--- config.mk ---
export PLATFORM = sky130hd
export DESIGN_NAME = router_fsm_flat
export DESIGN_NICKNAME = d
export VERILOG_FILES = /design/src/rtl/router_pkg.sv /design/src/rtl/router_fsm_if.sv /design/src/rtl/router_fsm.sv /design/src/flat_wrapper.sv
export SDC_FILE = /design/constraint.sdc
export NUM_CORES = 1
export LEC_CHECK = 0
export ABC_AREA = 0
export CAP_MARGIN = 20
export CORE_AREA = 2 2 39 41
export DETAILED_ROUTE_END_ITERATION = 6
export DIE_AREA = 0 0 41 43
export MAX_ROUTING_LAYER = met4
export PLACE_DENSITY = 0.69
export SKIP_LAST_GASP = 1
export SLEW_MARGIN = 20
export SYNTH_ARGS = -nofsm -noshare
export SYNTH_HDL_FRONTEND = slang
export SYNTH_SLANG_ARGS = --single-unit
--- constraint.sdc ---
create_clock -name clock -period 3.9 [get_ports clock]
set_input_delay 0.585 -clock clock [delete_from_list [all_inputs] [get_ports clock]]
set_output_delay 0.585 -clock clock [all_outputs]
set_load 0.005 [all_outputs]
--- src/rtl/router_pkg.sv ---
// Shared types and constants for the 1x3 router packet-reception controller.
package router_pkg;

  localparam int ADDR_W    = 2;
  localparam int NUM_PORTS = 3;

  localparam logic [ADDR_W-1:0] ADDR_INVALID = 2'b11;

  typedef enum logic [2:0] {
    DECODE_ADDRESS     = 3'd0,
    LOAD_FIRST_DATA    = 3'd1,
    LOAD_DATA          = 3'd2,
    FIFO_FULL_STATE    = 3'd3,
    LOAD_AFTER_FULL    = 3'd4,
    LOAD_PARITY        = 3'd5,
    CHECK_PARITY_ERROR = 3'd6,
    WAIT_TILL_EMPTY    = 3'd7
  } state_e;

endpackage

--- src/rtl/router_fsm_if.sv ---
// Input-port handshake, datapath status flags and state strobes of the router FSM.
interface router_fsm_if #(
  parameter int ADDR_W = router_pkg::ADDR_W
);
  logic              pkt_valid;
  logic [ADDR_W-1:0] data_in;
  logic              fifo_full;
  logic              fifo_empty_0;
  logic              fifo_empty_1;
  logic              fifo_empty_2;
  logic              soft_reset_0;
  logic              soft_reset_1;
  logic              soft_reset_2;
  logic              parity_done;
  logic              low_pkt_valid;

  logic              detect_add;
  logic              lfd_state;
  logic              ld_state;
  logic              laf_state;
  logic              full_state;
  logic              write_enb_reg;
  logic              rst_int_reg;
  logic              busy;

  modport master (
    output pkt_valid, data_in, fifo_full,
    output fifo_empty_0, fifo_empty_1, fifo_empty_2,
    output soft_reset_0, soft_reset_1, soft_reset_2,
    output parity_done, low_pkt_valid,
    input  detect_add, lfd_state, ld_state, laf_state, full_state,
    input  write_enb_reg, rst_int_reg, busy
  );

  modport slave (
    input  pkt_valid, data_in, fifo_full,
    input  fifo_empty_0, fifo_empty_1, fifo_empty_2,
    input  soft_reset_0, soft_reset_1, soft_reset_2,
    input  parity_done, low_pkt_valid,
    output detect_add, lfd_state, ld_state, laf_state, full_state,
    output write_enb_reg, rst_int_reg, busy
  );

endinterface

--- src/rtl/router_fsm.sv ---
// Packet-reception controller: header decode, full stall, parity sequencing.
//
// state              | meaning
// DECODE_ADDRESS     | idle, waiting for a header byte
// LOAD_FIRST_DATA    | header accepted, first write to the FIFO
// LOAD_DATA          | payload streaming
// FIFO_FULL_STATE    | selected FIFO full, input stalled
// LOAD_AFTER_FULL    | flush the byte held during the stall
// LOAD_PARITY        | write the parity byte
// CHECK_PARITY_ERROR | parity compare cycle
// WAIT_TILL_EMPTY    | target FIFO still occupied by a previous packet
module router_fsm #(
  parameter int ADDR_W    = router_pkg::ADDR_W,
  parameter int NUM_PORTS = router_pkg::NUM_PORTS
) (
  input  logic        clock,
  input  logic        reset,
  router_fsm_if.slave bus
);
  import router_pkg::*;

  state_e            state_q, state_d;
  logic [ADDR_W-1:0] addr_q, addr_d;
  logic [ADDR_W-1:0] addr_mux;
  logic [2:0]        empty_vec, sr_vec;
  logic              empty_sel, sr_sel, hdr_ok;

  function automatic logic pick(input logic [2:0] flags, input logic [ADDR_W-1:0] idx);
    pick = 1'b0;
    for (int i = 0; i < 3; i++) begin
      if (idx == ADDR_W'(i)) pick = flags[i];
    end
  endfunction

  assign empty_vec = {bus.fifo_empty_2, bus.fifo_empty_1, bus.fifo_empty_0};
  assign sr_vec    = {bus.soft_reset_2, bus.soft_reset_1, bus.soft_reset_0};

  // The header byte is still on data_in during decode, so route it straight to the empty mux.
  always_comb begin
    addr_mux  = (state_q == DECODE_ADDRESS) ? bus.data_in : addr_q;
    empty_sel = pick(empty_vec, addr_mux);
    sr_sel    = pick(sr_vec, addr_q);
    hdr_ok    = bus.pkt_valid && (int'(bus.data_in) < NUM_PORTS);
  end

  always_comb begin
    addr_d = addr_q;
    if (state_q == DECODE_ADDRESS && bus.pkt_valid) addr_d = bus.data_in;
  end

  always_comb begin
    state_d = state_q;
    if (sr_sel && state_q != DECODE_ADDRESS) begin
      state_d = DECODE_ADDRESS;
    end else begin
      unique case (state_q)
        DECODE_ADDRESS: begin
          if (hdr_ok) state_d = empty_sel ? LOAD_FIRST_DATA : WAIT_TILL_EMPTY;
        end
        LOAD_FIRST_DATA: state_d = LOAD_DATA;
        LOAD_DATA: begin
          if (bus.fifo_full)       state_d = FIFO_FULL_STATE;
          else if (!bus.pkt_valid) state_d = LOAD_PARITY;
        end
        FIFO_FULL_STATE: begin
          if (!bus.fifo_full) state_d = LOAD_AFTER_FULL;
        end
        LOAD_AFTER_FULL: begin
          if (bus.parity_done)        state_d = DECODE_ADDRESS;
          else if (bus.low_pkt_valid) state_d = LOAD_PARITY;
          else                        state_d = LOAD_DATA;
        end
        LOAD_PARITY: state_d = CHECK_PARITY_ERROR;
        CHECK_PARITY_ERROR: state_d = bus.fifo_full ? FIFO_FULL_STATE : DECODE_ADDRESS;
        WAIT_TILL_EMPTY: begin
          if (empty_sel) state_d = LOAD_FIRST_DATA;
        end
        default: state_d = DECODE_ADDRESS;
      endcase
    end
  end

  always_ff @(posedge clock) begin
    if (reset) begin
      state_q <= DECODE_ADDRESS;
      addr_q  <= '0;
    end else begin
      state_q <= state_d;
      addr_q  <= addr_d;
    end
  end

  always_comb begin
    bus.detect_add    = (state_q == DECODE_ADDRESS);
    bus.lfd_state     = (state_q == LOAD_FIRST_DATA);
    bus.ld_state      = (state_q == LOAD_DATA);
    bus.laf_state     = (state_q == LOAD_AFTER_FULL);
    bus.full_state    = (state_q == FIFO_FULL_STATE);
    bus.rst_int_reg   = (state_q == CHECK_PARITY_ERROR);
    bus.write_enb_reg = (state_q == LOAD_DATA) || (state_q == LOAD_PARITY)
                        || (state_q == LOAD_AFTER_FULL);
    bus.busy          = !((state_q == DECODE_ADDRESS) || (state_q == LOAD_DATA));
  end

endmodule

--- src/flat_wrapper.sv ---
// flat-port wrapper written by rule: the top's interface ports become plain ports
module router_fsm_flat import router_pkg::*;
#(
  parameter int ADDR_W    = router_pkg::ADDR_W,
  parameter int NUM_PORTS = router_pkg::NUM_PORTS
)
  (clock, reset, bus_pkt_valid, bus_data_in, bus_fifo_full, bus_fifo_empty_0, bus_fifo_empty_1, bus_fifo_empty_2, bus_soft_reset_0, bus_soft_reset_1, bus_soft_reset_2, bus_parity_done, bus_low_pkt_valid, bus_detect_add, bus_lfd_state, bus_ld_state, bus_laf_state, bus_full_state, bus_write_enb_reg, bus_rst_int_reg, bus_busy);
  router_fsm_if #(.ADDR_W(ADDR_W)) bus_i ();
  input  logic clock;
  input  logic reset;
  input wire logic [$bits(bus_i.pkt_valid)-1:0] bus_pkt_valid;
  input wire logic [$bits(bus_i.data_in)-1:0] bus_data_in;
  input wire logic [$bits(bus_i.fifo_full)-1:0] bus_fifo_full;
  input wire logic [$bits(bus_i.fifo_empty_0)-1:0] bus_fifo_empty_0;
  input wire logic [$bits(bus_i.fifo_empty_1)-1:0] bus_fifo_empty_1;
  input wire logic [$bits(bus_i.fifo_empty_2)-1:0] bus_fifo_empty_2;
  input wire logic [$bits(bus_i.soft_reset_0)-1:0] bus_soft_reset_0;
  input wire logic [$bits(bus_i.soft_reset_1)-1:0] bus_soft_reset_1;
  input wire logic [$bits(bus_i.soft_reset_2)-1:0] bus_soft_reset_2;
  input wire logic [$bits(bus_i.parity_done)-1:0] bus_parity_done;
  input wire logic [$bits(bus_i.low_pkt_valid)-1:0] bus_low_pkt_valid;
  output wire logic [$bits(bus_i.detect_add)-1:0] bus_detect_add;
  output wire logic [$bits(bus_i.lfd_state)-1:0] bus_lfd_state;
  output wire logic [$bits(bus_i.ld_state)-1:0] bus_ld_state;
  output wire logic [$bits(bus_i.laf_state)-1:0] bus_laf_state;
  output wire logic [$bits(bus_i.full_state)-1:0] bus_full_state;
  output wire logic [$bits(bus_i.write_enb_reg)-1:0] bus_write_enb_reg;
  output wire logic [$bits(bus_i.rst_int_reg)-1:0] bus_rst_int_reg;
  output wire logic [$bits(bus_i.busy)-1:0] bus_busy;
  assign bus_i.pkt_valid = bus_pkt_valid;
  assign bus_i.data_in = bus_data_in;
  assign bus_i.fifo_full = bus_fifo_full;
  assign bus_i.fifo_empty_0 = bus_fifo_empty_0;
  assign bus_i.fifo_empty_1 = bus_fifo_empty_1;
  assign bus_i.fifo_empty_2 = bus_fifo_empty_2;
  assign bus_i.soft_reset_0 = bus_soft_reset_0;
  assign bus_i.soft_reset_1 = bus_soft_reset_1;
  assign bus_i.soft_reset_2 = bus_soft_reset_2;
  assign bus_i.parity_done = bus_parity_done;
  assign bus_i.low_pkt_valid = bus_low_pkt_valid;
  assign bus_detect_add = bus_i.detect_add;
  assign bus_lfd_state = bus_i.lfd_state;
  assign bus_ld_state = bus_i.ld_state;
  assign bus_laf_state = bus_i.laf_state;
  assign bus_full_state = bus_i.full_state;
  assign bus_write_enb_reg = bus_i.write_enb_reg;
  assign bus_rst_int_reg = bus_i.rst_int_reg;
  assign bus_busy = bus_i.busy;
  router_fsm #(.ADDR_W(ADDR_W), .NUM_PORTS(NUM_PORTS)) u_core (.clock(clock), .reset(reset), .bus(bus_i));
endmodule
==> out/results.tsv <==
metric	value	unit
Post-route DRC	0	
highest cell delay on the worst timing path	0.49	ns
Final nets	108	
crit path from	u_core.state_q[0]	
# Max-Cap Violations	0	
top-count cell post-synth	nor2_1	
WHS Endpoint	u_core.addr_q[1]	
Sw Ratio	41.2	%
Net Switching	0.182	mW
post-route minimum period	2.26	ns
DRT iter0 DRCs	6	
capturing point of the worst reg2reg path	u_core.state_q[1]	
non-filler cells, final	109	
DR vias	529	
R2R setup slack	2.16	ns
CTS root buffer	clkbuf_4	
post-route ant nets	0	
combinational power share	63.3	%
final WL	1.05	mm
GRT Total Usage	14.2	%
Lkg Pwr	0.279	nW
Die X	41	um
total gr overflow	0	
Power Density	647	nW/um^2
status	finished clean	
Post-Syn Area	448	sq um
cts repair resizes	0	
critical path's slowest cell	clkdlybuf4s50_1	
Critical Path Source Type	flip-flop	
Starting Density	32.4	%
placed cells	105	
TritonCTS Sinks	5	
clock power share	13.4	%
hold_buf cts	0	
Register-to-Register Path Depth	6	
Hold WS	0.509	ns
DR pass1 iterations	4	
Worst-path clk slew	0.05	ns
setup_tns	0	ns
latest clock arrival within the worst-skew pair	0.24	ns
cell taking the most area after synthesis	dfxtp_1	
Tcrit/Tclk final	58.1	%
Finished Cell Area	684	sq um
Die Area	1760	sq um
proportion of layout cells with a drive suffix above 1	6.45	%
sequential group share of total power	23.3	%
Cell variety after synth	23	
Crit Path Category	flip-flop to output pin	
WP buf/inv	2	
Async S/R FF share, synth	0	%
EDFF count, synth	0	
Peak VDD IR	0.324	mV
Worst Max-Slew Pin Slew	0.365	ns
largest net degree at the start of global routing	14	
Longest Clk Path Bufs	2	
drt wl/cell	9.64	um
Ports	22	
top-area cell type share of the netlist area	22.3	%
Hold Crit Depth	2	
Ys Warns	0	
RSZ-0062 raised after global routing	no	
top cell types by occurrence after synthesis	nor2_1, a21oi_1, nand2_1	
# setup viols final	0	
Arrival @ worst endpoint	1.68	ns
Post-CTS Setup Inserts	0	
Syn Inst Count	71	
cell-internal power	0.260	mW
CTS tree	done	
hpwl dp	843	um
FMAX	442	MHz
vias in the first global route	449	
CTS Buf Count	3	
Seq/Total Area, Yosys	22.3	%
Fin. Hold Viols	0	
CP required	3.31	ns
count of input and output buffers	21	
worst hold path type	flip-flop to flip-flop	
worst flop-to-flop path startpoint	u_core.state_q[0]	
Avg Cell Area, Syn	6.31	sq um
crit-path cells	or3_4 -> clkinv_4 -> clkdlybuf4s50_1	
dpl cell area	658	sq um
initial antenna violation count	0	
Area Growth Syn to Fin	52.8	%
Vias per Instance	4.85	
prevailing post-synth register cell	dfxtp_1	
first-pass GRT wire length	1.68	mm
Yosys reg bits	5	
post-synth net total	85	
Core Box Area	1380	sq um
CP delay by family, top	buffers and inverters	
# H-tree levels	1	
worst clock skew	0.00600	ns
Worst Min Path Start	u_core.addr_q[1]	
row count	14	
max-slew violation count	0	
GPL Wtd Cong	0.765	
Chip Height	43	um
Synth area leaders	dfxtp_1, a21oi_1, nor2_1, nand2b_1, nand2_1	
Worst Path Max Fanout	13	
Ant. Diodes	0	
Slew HR	75.6	%
kind of end point of the critical path	output pin	
==> power groups by stage <==
stage	Combinational, mW	Clock [mW]	Sequential [mW]
after floorplan	0.207	0	0.0770
after global placement	0.281	0	0.101
after detailed placement	0.281	0	0.104
after CTS	0.283	0.0615	0.103
after global routing	0.316	0.0653	0.108
final	0.280	0.0592	0.103
==> flip-flops by register name, indices dropped and copies added, names as in the netlist <==
name / flops
u_core.addr_q: 2
u_core.state_q: 3
==> cells in the final DEF, fill, tap and decap left out <==
cell type,Yosys,final
nor3_1,2,2
nand3_1,4,4
a21o_1,1,1
o21ai_1,1,1
o221ai_1,1,1
nor3b_1,1,1
clkdlybuf4s50_1,0,21
or3b_1,1,1
o21ai_0,3,3
clkinv_4,1,1
a31oi_1,2,2
clkbuf_1,1,1
clkbuf_4,0,3
a21oi_1,11,11
nand2b_1,5,5
inv_1,4,4
mux2i_1,2,2
or2_2,1,1
or3_4,1,1
nor2_1,13,13
nor2b_1,1,1
nand2_1,8,8
dfxtp_1,5,5
==> worst max-delay path by stage <==
stage / endpoint / slack [ns] / depth (start not counted)
floorplan: u_core.state_q[1] / 2.30 / 7
global placement: u_core.state_q[0] / 1.89 / 6
detailed placement: u_core.state_q[0] / 1.89 / 6
CTS: bus_detect_add / 1.62 / 3
global route: bus_write_enb_reg / 1.49 / 3
finish: bus_detect_add / 1.64 / 3
==> logic make-up after synthesis <==
family	Yosys count	synth area share (%)
simple gates	37	40.2
flops	5	22.3
buf+inv	8	9.77
compound gates	19	23.2
mux	2	4.47
==> metal layers <==
metal	up-vias	GRT usage, %	routed length [um]
li1	283	-	-
met1	222	15.9	464
met2	24	22.2	486
met3	0	6.28	100
met4	0	4.00	0
met5	-	-	0
==> layout make-up <==
| type | instances | area, sq um |
|---|---|---|
| fill | 156 | 699 |
| multi-input combinational | 58 | 304 |
| tap | 16 | 20.0 |
| sequential | 5 | 100 |
| clock buffer | 4 | 26.3 |
| timing repair buffer | 21 | 210 |
| inverter | 5 | 23.8 |
==> per-stage QoR <==
step | setup slack, ns | util [%] | total power, mW
4_1_cts | 1.62 | 49.5 | 0.447
2_1_floorplan | 2.30 | - | 0.284
3_3_place_gp | 1.89 | 47.6 | 0.382
3_5_place_dp | 1.89 | 47.6 | 0.385
6_report | 1.64 | 49.5 | 0.443
5_1_grt | 1.49 | 49.5 | 0.489
==> tightest hold or removal path: cells and delay by family (launching register included) <==
kind,cells,cell delay [ns]
AO/OA/AOI/OAI,1,0.06
AND/OR/NAND/NOR,1,0.06
flip-flops,1,0.33
No activity file was read; power rests on OpenSTA's default activity.
